### src/rtl/console_uart_tx.sv
// console_uart_tx: memory-mapped 8N1 console transmitter on the data-RAM port.
// Bytes written to TXDATA are queued in a FIFO and shifted out LSB first.
// Ports:
//   clk, rst                clock (rising edge), asynchronous active-low reset
//   ram_cen, ram_wen        bus strobe, 1 = write / 0 = read
//   ram_flag, ram_addr      byte enables, byte address
//   ram_wdata, ram_rdata    write data, registered read data (1-cycle latency)
//   uart_txd                serial line, idle high
//   uart_irq                level interrupt: irq_en & fifo empty & shifter idle
module console_uart_tx #(
  parameter logic [31:0] BASE_ADDR  = 32'hE000_0000,
  parameter int unsigned FIFO_DEPTH = 16,
  parameter logic [15:0] DIV_RESET  = 16'd8
) (
  input  logic        clk,
  input  logic        rst,
  input  logic        ram_cen,
  input  logic        ram_wen,
  input  logic [3:0]  ram_flag,
  input  logic [31:0] ram_addr,
  input  logic [31:0] ram_wdata,
  output logic [31:0] ram_rdata,
  output logic        uart_txd,
  output logic        uart_irq
);

  localparam int unsigned AW = $clog2(FIFO_DEPTH);
  localparam int unsigned CW = AW + 1;
  localparam int unsigned DW = 16;

  localparam logic [1:0] REG_STATUS = 2'd0;
  localparam logic [1:0] REG_TXDATA = 2'd1;
  localparam logic [1:0] REG_DIV    = 2'd2;
  localparam logic [1:0] REG_CTRL   = 2'd3;

  typedef enum logic [1:0] {S_IDLE, S_START, S_DATA, S_STOP} state_t;

  // Bus decode
  logic       hit, rd_en, wr_en;
  logic [1:0] sel;
  assign hit   = ram_cen & (ram_addr[31:4] == BASE_ADDR[31:4]);
  assign sel   = ram_addr[3:2];
  assign rd_en = hit & ~ram_wen;
  assign wr_en = hit & ram_wen;

  logic unused_bits;
  assign unused_bits = ^{ram_addr[1:0], ram_flag[3:2], ram_wdata[31:16]};

  // FIFO storage and occupancy
  logic [7:0]    fifo_mem [FIFO_DEPTH];
  logic [AW-1:0] wr_ptr, rd_ptr;
  logic [CW-1:0] count;
  logic          fifo_full, fifo_empty, push_req, push, pop, ovf_set;

  assign fifo_full  = (count == CW'(FIFO_DEPTH));
  assign fifo_empty = (count == '0);
  assign push_req   = wr_en & (sel == REG_TXDATA) & ram_flag[0];
  // A push while full still lands if the shifter frees a slot on the same edge
  assign push       = push_req & (~fifo_full | pop);
  assign ovf_set    = push_req & fifo_full & ~pop;

  always_ff @(posedge clk) begin
    if (push) fifo_mem[wr_ptr] <= ram_wdata[7:0];
  end

  always_ff @(posedge clk or negedge rst) begin
    if (!rst) begin
      wr_ptr <= '0;
      rd_ptr <= '0;
      count  <= '0;
    end else begin
      if (push) wr_ptr <= wr_ptr + AW'(1);
      if (pop)  rd_ptr <= rd_ptr + AW'(1);
      case ({push, pop})
        2'b10:   count <= count + CW'(1);
        2'b01:   count <= count - CW'(1);
        default: count <= count;
      endcase
    end
  end

  // Shifter state
  state_t        state, state_d;
  logic [DW-1:0] timer, timer_d, div_lat, div_lat_d, divisor, div_eff;
  logic [2:0]    idx, idx_d;
  logic [7:0]    shreg, shreg_d;
  logic          txd_d, busy, irq_en, overflow;

  assign busy    = (state != S_IDLE);
  assign div_eff = (divisor == '0) ? DW'(1) : divisor;

  always_ff @(posedge clk or negedge rst) begin
    if (!rst) begin
      state    <= S_IDLE;
      uart_txd <= 1'b1;
      timer    <= '0;
      idx      <= '0;
      shreg    <= '0;
      div_lat  <= DIV_RESET;
    end else begin
      state    <= state_d;
      uart_txd <= txd_d;
      timer    <= timer_d;
      idx      <= idx_d;
      shreg    <= shreg_d;
      div_lat  <= div_lat_d;
    end
  end

  // Next-state: each bit is held div_lat cycles, timer counts div_lat-1 down to 0
  always_comb begin
    state_d   = state;
    txd_d     = 1'b1;
    timer_d   = timer;
    idx_d     = idx;
    shreg_d   = shreg;
    div_lat_d = div_lat;
    pop       = 1'b0;
    case (state)
      S_IDLE: begin
        if (!fifo_empty) begin
          pop       = 1'b1;
          shreg_d   = fifo_mem[rd_ptr];
          div_lat_d = div_eff;
          timer_d   = div_eff - DW'(1);
          state_d   = S_START;
          txd_d     = 1'b0;
        end
      end
      S_START: begin
        txd_d = 1'b0;
        if (timer == '0) begin
          state_d = S_DATA;
          idx_d   = '0;
          timer_d = div_lat - DW'(1);
          txd_d   = shreg[0];
        end else begin
          timer_d = timer - DW'(1);
        end
      end
      S_DATA: begin
        txd_d = shreg[idx];
        if (timer == '0) begin
          timer_d = div_lat - DW'(1);
          if (idx == 3'd7) begin
            state_d = S_STOP;
            txd_d   = 1'b1;
          end else begin
            idx_d = idx + 3'd1;
            txd_d = shreg[idx + 3'd1];
          end
        end else begin
          timer_d = timer - DW'(1);
        end
      end
      S_STOP: begin
        if (timer == '0) state_d = S_IDLE;
        else             timer_d = timer - DW'(1);
      end
      default: state_d = S_IDLE;
    endcase
  end

  // Read mux
  logic [31:0] rd_val;
  always_comb begin
    rd_val = '0;
    case (sel)
      REG_STATUS: rd_val = {28'd0, overflow, busy, fifo_empty, fifo_full};
      REG_DIV:    rd_val = {16'd0, divisor};
      REG_CTRL:   rd_val = {31'd0, irq_en};
      default:    rd_val = '0;
    endcase
  end

  // Control registers, sticky overflow, read data and interrupt
  always_ff @(posedge clk or negedge rst) begin
    if (!rst) begin
      divisor   <= DIV_RESET;
      irq_en    <= 1'b0;
      overflow  <= 1'b0;
      ram_rdata <= '0;
      uart_irq  <= 1'b0;
    end else begin
      if (wr_en && (sel == REG_DIV)) begin
        if (ram_flag[0]) divisor[7:0]  <= ram_wdata[7:0];
        if (ram_flag[1]) divisor[15:8] <= ram_wdata[15:8];
      end
      if (wr_en && (sel == REG_CTRL) && ram_flag[0]) irq_en <= ram_wdata[0];
      // A new overflow beats the read-to-clear on the same edge
      if (ovf_set)                              overflow <= 1'b1;
      else if (rd_en && (sel == REG_STATUS))    overflow <= 1'b0;
      if (rd_en) ram_rdata <= rd_val;
      uart_irq <= irq_en & fifo_empty & ~busy;
    end
  end

endmodule

### config.mk
export PLATFORM = sky130hd
export DESIGN_NAME = console_uart_tx
export DESIGN_NICKNAME = d
export VERILOG_FILES = /design/src/rtl/console_uart_tx.sv
export SDC_FILE = /design/constraint.sdc
export NUM_CORES = 1
export LEC_CHECK = 0
export ABC_AREA = 1
export CORE_MARGIN = 4
export CORE_UTILIZATION = 45
export DETAILED_ROUTE_END_ITERATION = 10
export PLACE_DENSITY = 0.65
export SYNTH_ARGS = -nofsm -noshare
export SYNTH_HDL_FRONTEND = slang
export SYNTH_SLANG_ARGS = --single-unit
### constraint.sdc
create_clock -name clk -period 6.1 [get_ports clk]
set_clock_uncertainty 0.05 [all_clocks]
set_input_delay 1.83 -clock clk [delete_from_list [all_inputs] [get_ports clk]]
set_output_delay 1.83 -clock clk [all_outputs]
set_load 0.01 [all_outputs]
# == After elaboration in Yosys (flattened, before gate mapping) ==
# Memory sizes are Yosys's and may differ from the RTL's. A register that Yosys moved wholly into a read port is not among the register bits.
# Index checks and enable logic that the tools add are counted.
# totals
regBits,102
latch_bits,0
ramBits,128
romBits,0
in_bits,72
output_inout_bits,34
elab_cells,112
n_memories,1
# classes
addsub,8
mul,0
div,0
n_lt_le_gt_ge,2
n_eq_ne,18
shifts,0
mux,32
bitwise,16
n_reduce_logical,21
# memory_table
name,words,word_bits,rd,rd_ports_with_merged_regs,wr,line_no,rtl
fifo_mem,16,8,1,1,1,50,logic [7:0] fifo_mem [FIFO_DEPTH];
# ops
op,count
$pmux 16 s3,2
$mux 16,4
$sub 16x1->16 const B,3
$logic_not 16->1,2
$eq 28x28->1 const B,1
$ne 2x2->1 const B,7
$mux 1,12
$and 1x1->1,10
$eq 2x2->1 const B,5
$mux 2,5
$pmux 5 s2,1
$mux 3,3
$add 4x1->4 const B,2
$lt 3x4->1 const B,2
$pmux 2 s4,1
$reduce_and 2->1,4
$reduce_bool 2->1,4
$bmux 1 s3,2
$eq 2x1->1 const B,3
$pmux 3 s2,1
$add 5x1->5 const B,1
$eq 5x5->1 const B,1
$logic_not 5->1,1
$not 1->1,5
other kinds (11),15

# == Logic depth before layout (Yosys ltp) ==
# depth
word_depth,8
ltp_mapped,20

# == Worst setup path after synthesis ==
# No wires, ideal clock.
# synth_timing
path_kind,input to register
startpoint,input ram_addr[5]
endpoint,memory fifo_mem[4][0] (enable)
setup_ps,370
arrival_ps,3315
required_ps,5680
slack_ps,2365
path_stages,8
path_buffers,0
path_cell_list,or2_1 nor2_1 nand2_1 nor2_4 nand3_4 a21oi_4 nand2_1 nor2_1
# synth_via
elab_chain_len,8
# synth_lines
element,line_no,rtl
start: declaration,20,"input logic [31:0] ram_addr,"
$eq 28x28->1,41,assign hit = ram_cen & (ram_addr[31:4] == BASE_ADDR[31:4]);
$and 1x1->1,41,
$and 1x1->1,44,assign wr_en = hit & ram_wen;
$and 1x1->1 (2 in series),57,assign push_req = wr_en & (sel == REG_TXDATA) & ram_flag[0];
$and 1x1->1,59,assign push = push_req & (~fifo_full | pop);
$mux 1,63,if (push) fifo_mem[wr_ptr] <= ram_wdata[7:0];
$mux 1 (implied by the code),63,
end: declaration,50,
# Every way passes these cells.

# == Worst setup path in the final report ==
# layout_timing
startpoint,input ram_addr[5]
endpoint,memory fifo_mem[5][0] (enable)
# Same word-level chain as after synthesis.

==> summary.md <==
| Metric | Value |
|---|---|
| Ys flop type | edfxtp_1 |
| Clock buffer depth | 3 |
| Largest area contributor in the netlist | edfxtp_1 |
| Clock share of power | 0.383 |
| Max-slew violation count | 0 |
| Largest net degree at the start of global routing | 68 |
| Max Cap Viol | 0 |
| Die Span X | 163 µm |
| GRT Util Overall | 0.196 |
| Number of DRC markers in iteration 0 | 528 |
| Ys async rst share | 0.423 |
| Drt wl/cell | 17.4 µm |
| Reg area | 6200 µm² |
| Num rows | 56 |
| Combinational group share of total power | 0.154 |
| Max VDD drop | 0.226 mV |
| Setup TNS | 0 ns |
| Sw power | 979 µW |
| Leak | 0.00506 µW |
| Seq/Total Area, Yosys | 0.575 |
| Slew headroom | 0.263 |
| Critical Path RT | 6.19 ns |
| H-tree levels | 1 |
| Post-Syn Instances | 1120 |
| Detail Placement HPWL | 17.4 mm |
| Vias per cell | 5.31 |
| Final hold violations | 0 |
| Post-CTS Resized | 0 |
| Root Driver | clkbuf_16 |
| Gpl congestion | 0.861 |
| Antenna Violating Nets Remaining | 0 |
| Status | completed |
| Setup crit end kind | flip-flop |
| Flops & latches, synth | 222 |
| Share of layout cells above drive strength 1 | 0.0653 |
| Int Pwr | 2620 µW |
| Core footprint | 23500 µm² |
| Pwr/cell area | 290 nW/µm² |
| Syn_area_per_cell | 9.63 µm² |
| Initial antenna violation count | 0 |
| Unique masters post-synth | 46 |
| Startpoint types | input port |
| Antenna Cells | 0 |
| Die area | 26500 µm² |
| Routed vias | 8042 |
| Routed wire length | 26.4 mm |
| CTS tree | built |
| Flop pwr share | 0.463 |
| Finish-stage setup viols | 0 |
| Nets | 1266 |
| First-pass GRT wire length | 41.4 mm |
| Max Clock Freq | 0.233 GHz |
| Hold/Removal Path Class | flip-flop to flip-flop |
| Final Cycle Share | 0.704 |
| I/O pin cnt | 106 |
| Clock sinks | 222 |
| Port bufs | 69 |
| Hold Crit Depth | 2 |
| Skew-Pair Late Insertion Delay | 0.52 ns |
| Crit Path Max Fanout | 10 |
| Final-layout fill cell count | 2163 |
| Most frequent cell after synthesis | nor2_1 |
| Post-synth EDFFs | 128 |
| CTS Buf Count | 24 |
| Multi-input gate area | 3960 µm² |
| Worst-path clk slew | 0.06 ns |
| Yosys warns | 0 |
| Crit path DAT | 4.38 ns |
| Post-route minimum period | 4.29 ns |
| Die height | 163 µm |
| Vias in the first global route | 7629 |
| Area contributors post-synth | edfxtp_1 (36%), dfrtp_1 (21%), o21ai_0 (6.3%) |
| Critical path type | input port to flip-flop |
| Postcts setup bufs | 0 |
| Layout area overhead | 15.2% |
| Hold-fix buffers, CTS | 0 |
| Yosys top cell area share | 0.356 |
| Final core occ | 0.528 |
| Post-synthesis cell area | 10800 µm² |
| Worst Tran Pin Value | 1.10 ns |
| Reg2reg path depth | 6 |
| # DRC | 0 |
| Top cells by count, synth | nor2_1 (171), nand2_1 (161), o21ai_0 (136), edfxtp_1 (128), inv_1 (96) |
| Switching part of the total power | 0.272 |
| Initial Util | 0.458 |
| Pre-antenna DRT Iters | 5 |
| RSZ-0062 raised after global routing | false |
| Overflow after GRT | 0 |
-- logic make-up (layout without fill, tap and decap cells) --
| family | count (synthesis) | count (layout) | synth area share |
|---|---|---|---|
| and+or+nand+nor | 420 | 420 | 0.163 |
| AOI/OAI and AO/OA | 247 | 247 | 0.134 |
| DFF | 222 | 222 | 0.575 |
| buffers and inverters | 162 | 222 | 0.0633 |
| xor gates and xnor gates | 35 | 35 | 0.0284 |
| adders and majority gates | 17 | 17 | 0.0197 |
| muxes | 16 | 16 | 0.0166 |
| other | 1 | 16 | 0.000348 |
-- cell type report --
class	instances	area share
tap	319	0.0321
clock inverter	5	0.00282
multi-input combinational	751	0.319
inverter	103	0.0313
sequential	222	0.499
timing repair buffer	75	0.0590
clock buffer	39	0.0571
-- worst paths after layout --
kind                       slack [ns]    startpoint             end
setup / recovery                 1.81   ram_addr[5]  fifo_mem[5][0]
hold / removal                   0.43  ram_rdata[1]    ram_rdata[1]
min in group asynchronous        1.37           rst        timer[5]
hold reg to reg                  0.43  ram_rdata[1]    ram_rdata[1]
max in group asynchronous        3.61           rst      divisor[3]
setup reg to reg                 2.98      state[0]  fifo_mem[5][0]
-- registers in the layout (all words and copies together) (netlist names) --
name	flops
uart_irq	1
div_lat	16
divisor	16
fifo_mem	128
irq_en	1
count	5
state	2
wr_ptr	4
shreg	8
rd_ptr	4
overflow	1
timer	16
ram_rdata	16
uart_txd	1
idx	3
-- per-stage QoR --
step           hold slack (ns)  instances  total power [µW]  setup WS [ns]  cell area (µm²)
2_1_floorplan            0.403       1135              2050           2.36            10800
3_3_place_gp             0.416       1470              2240           1.26            11700
3_5_place_dp             0.423       1470              2250           1.26            11700
4_1_cts                  0.437       1514              3620           1.79            12400
5_1_grt                  0.448       1514              3760           1.62            12400
6_report                 0.431       1514              3600           1.81            12400
-- power groups by stage --
stage / Sequential, µW / Clock (µW) / Combinational (µW)
after floorplan: 1690 / 0 / 366
after global placement: 1690 / 0 / 543
after detailed placement: 1690 / 0 / 555
after CTS: 1670 / 1400 / 557
after global routing: 1670 / 1460 / 629
final: 1670 / 1380 / 556
-- worst max-delay path, stage by stage --
cell	delay [ns]
clkdlybuf4s50_1	0.40
or2_1	0.22
nor2_1	0.10
nand2_1	0.09
nor2_4	0.30
nand3_4	0.19
a21oi_4	0.34
nand2_1	0.19
nor2_1	0.70
-- routing by layer --
layer	share of wire	GRT usage
met1	0.45	0.279
met3	0.068	0.0372
met5	0	0
met4	0.018	0.0507
met2	0.47	0.310
-- cell usage in the layout, fill, tap and decap left out, drive strengths merged, types with 31 or more instances in the layout --
cell / Yosys / layout
nor2: 175 / 175
nand2: 164 / 164
clkdlybuf4s50: 0 / 68
o21ai: 139 / 139
clkbuf: 34 / 39
xor2: 31 / 31
edfxtp: 128 / 128
inv: 100 / 101
a21oi: 33 / 33
dfrtp: 91 / 91
nand3: 57 / 57
Power figures use the tool's default switching activity.
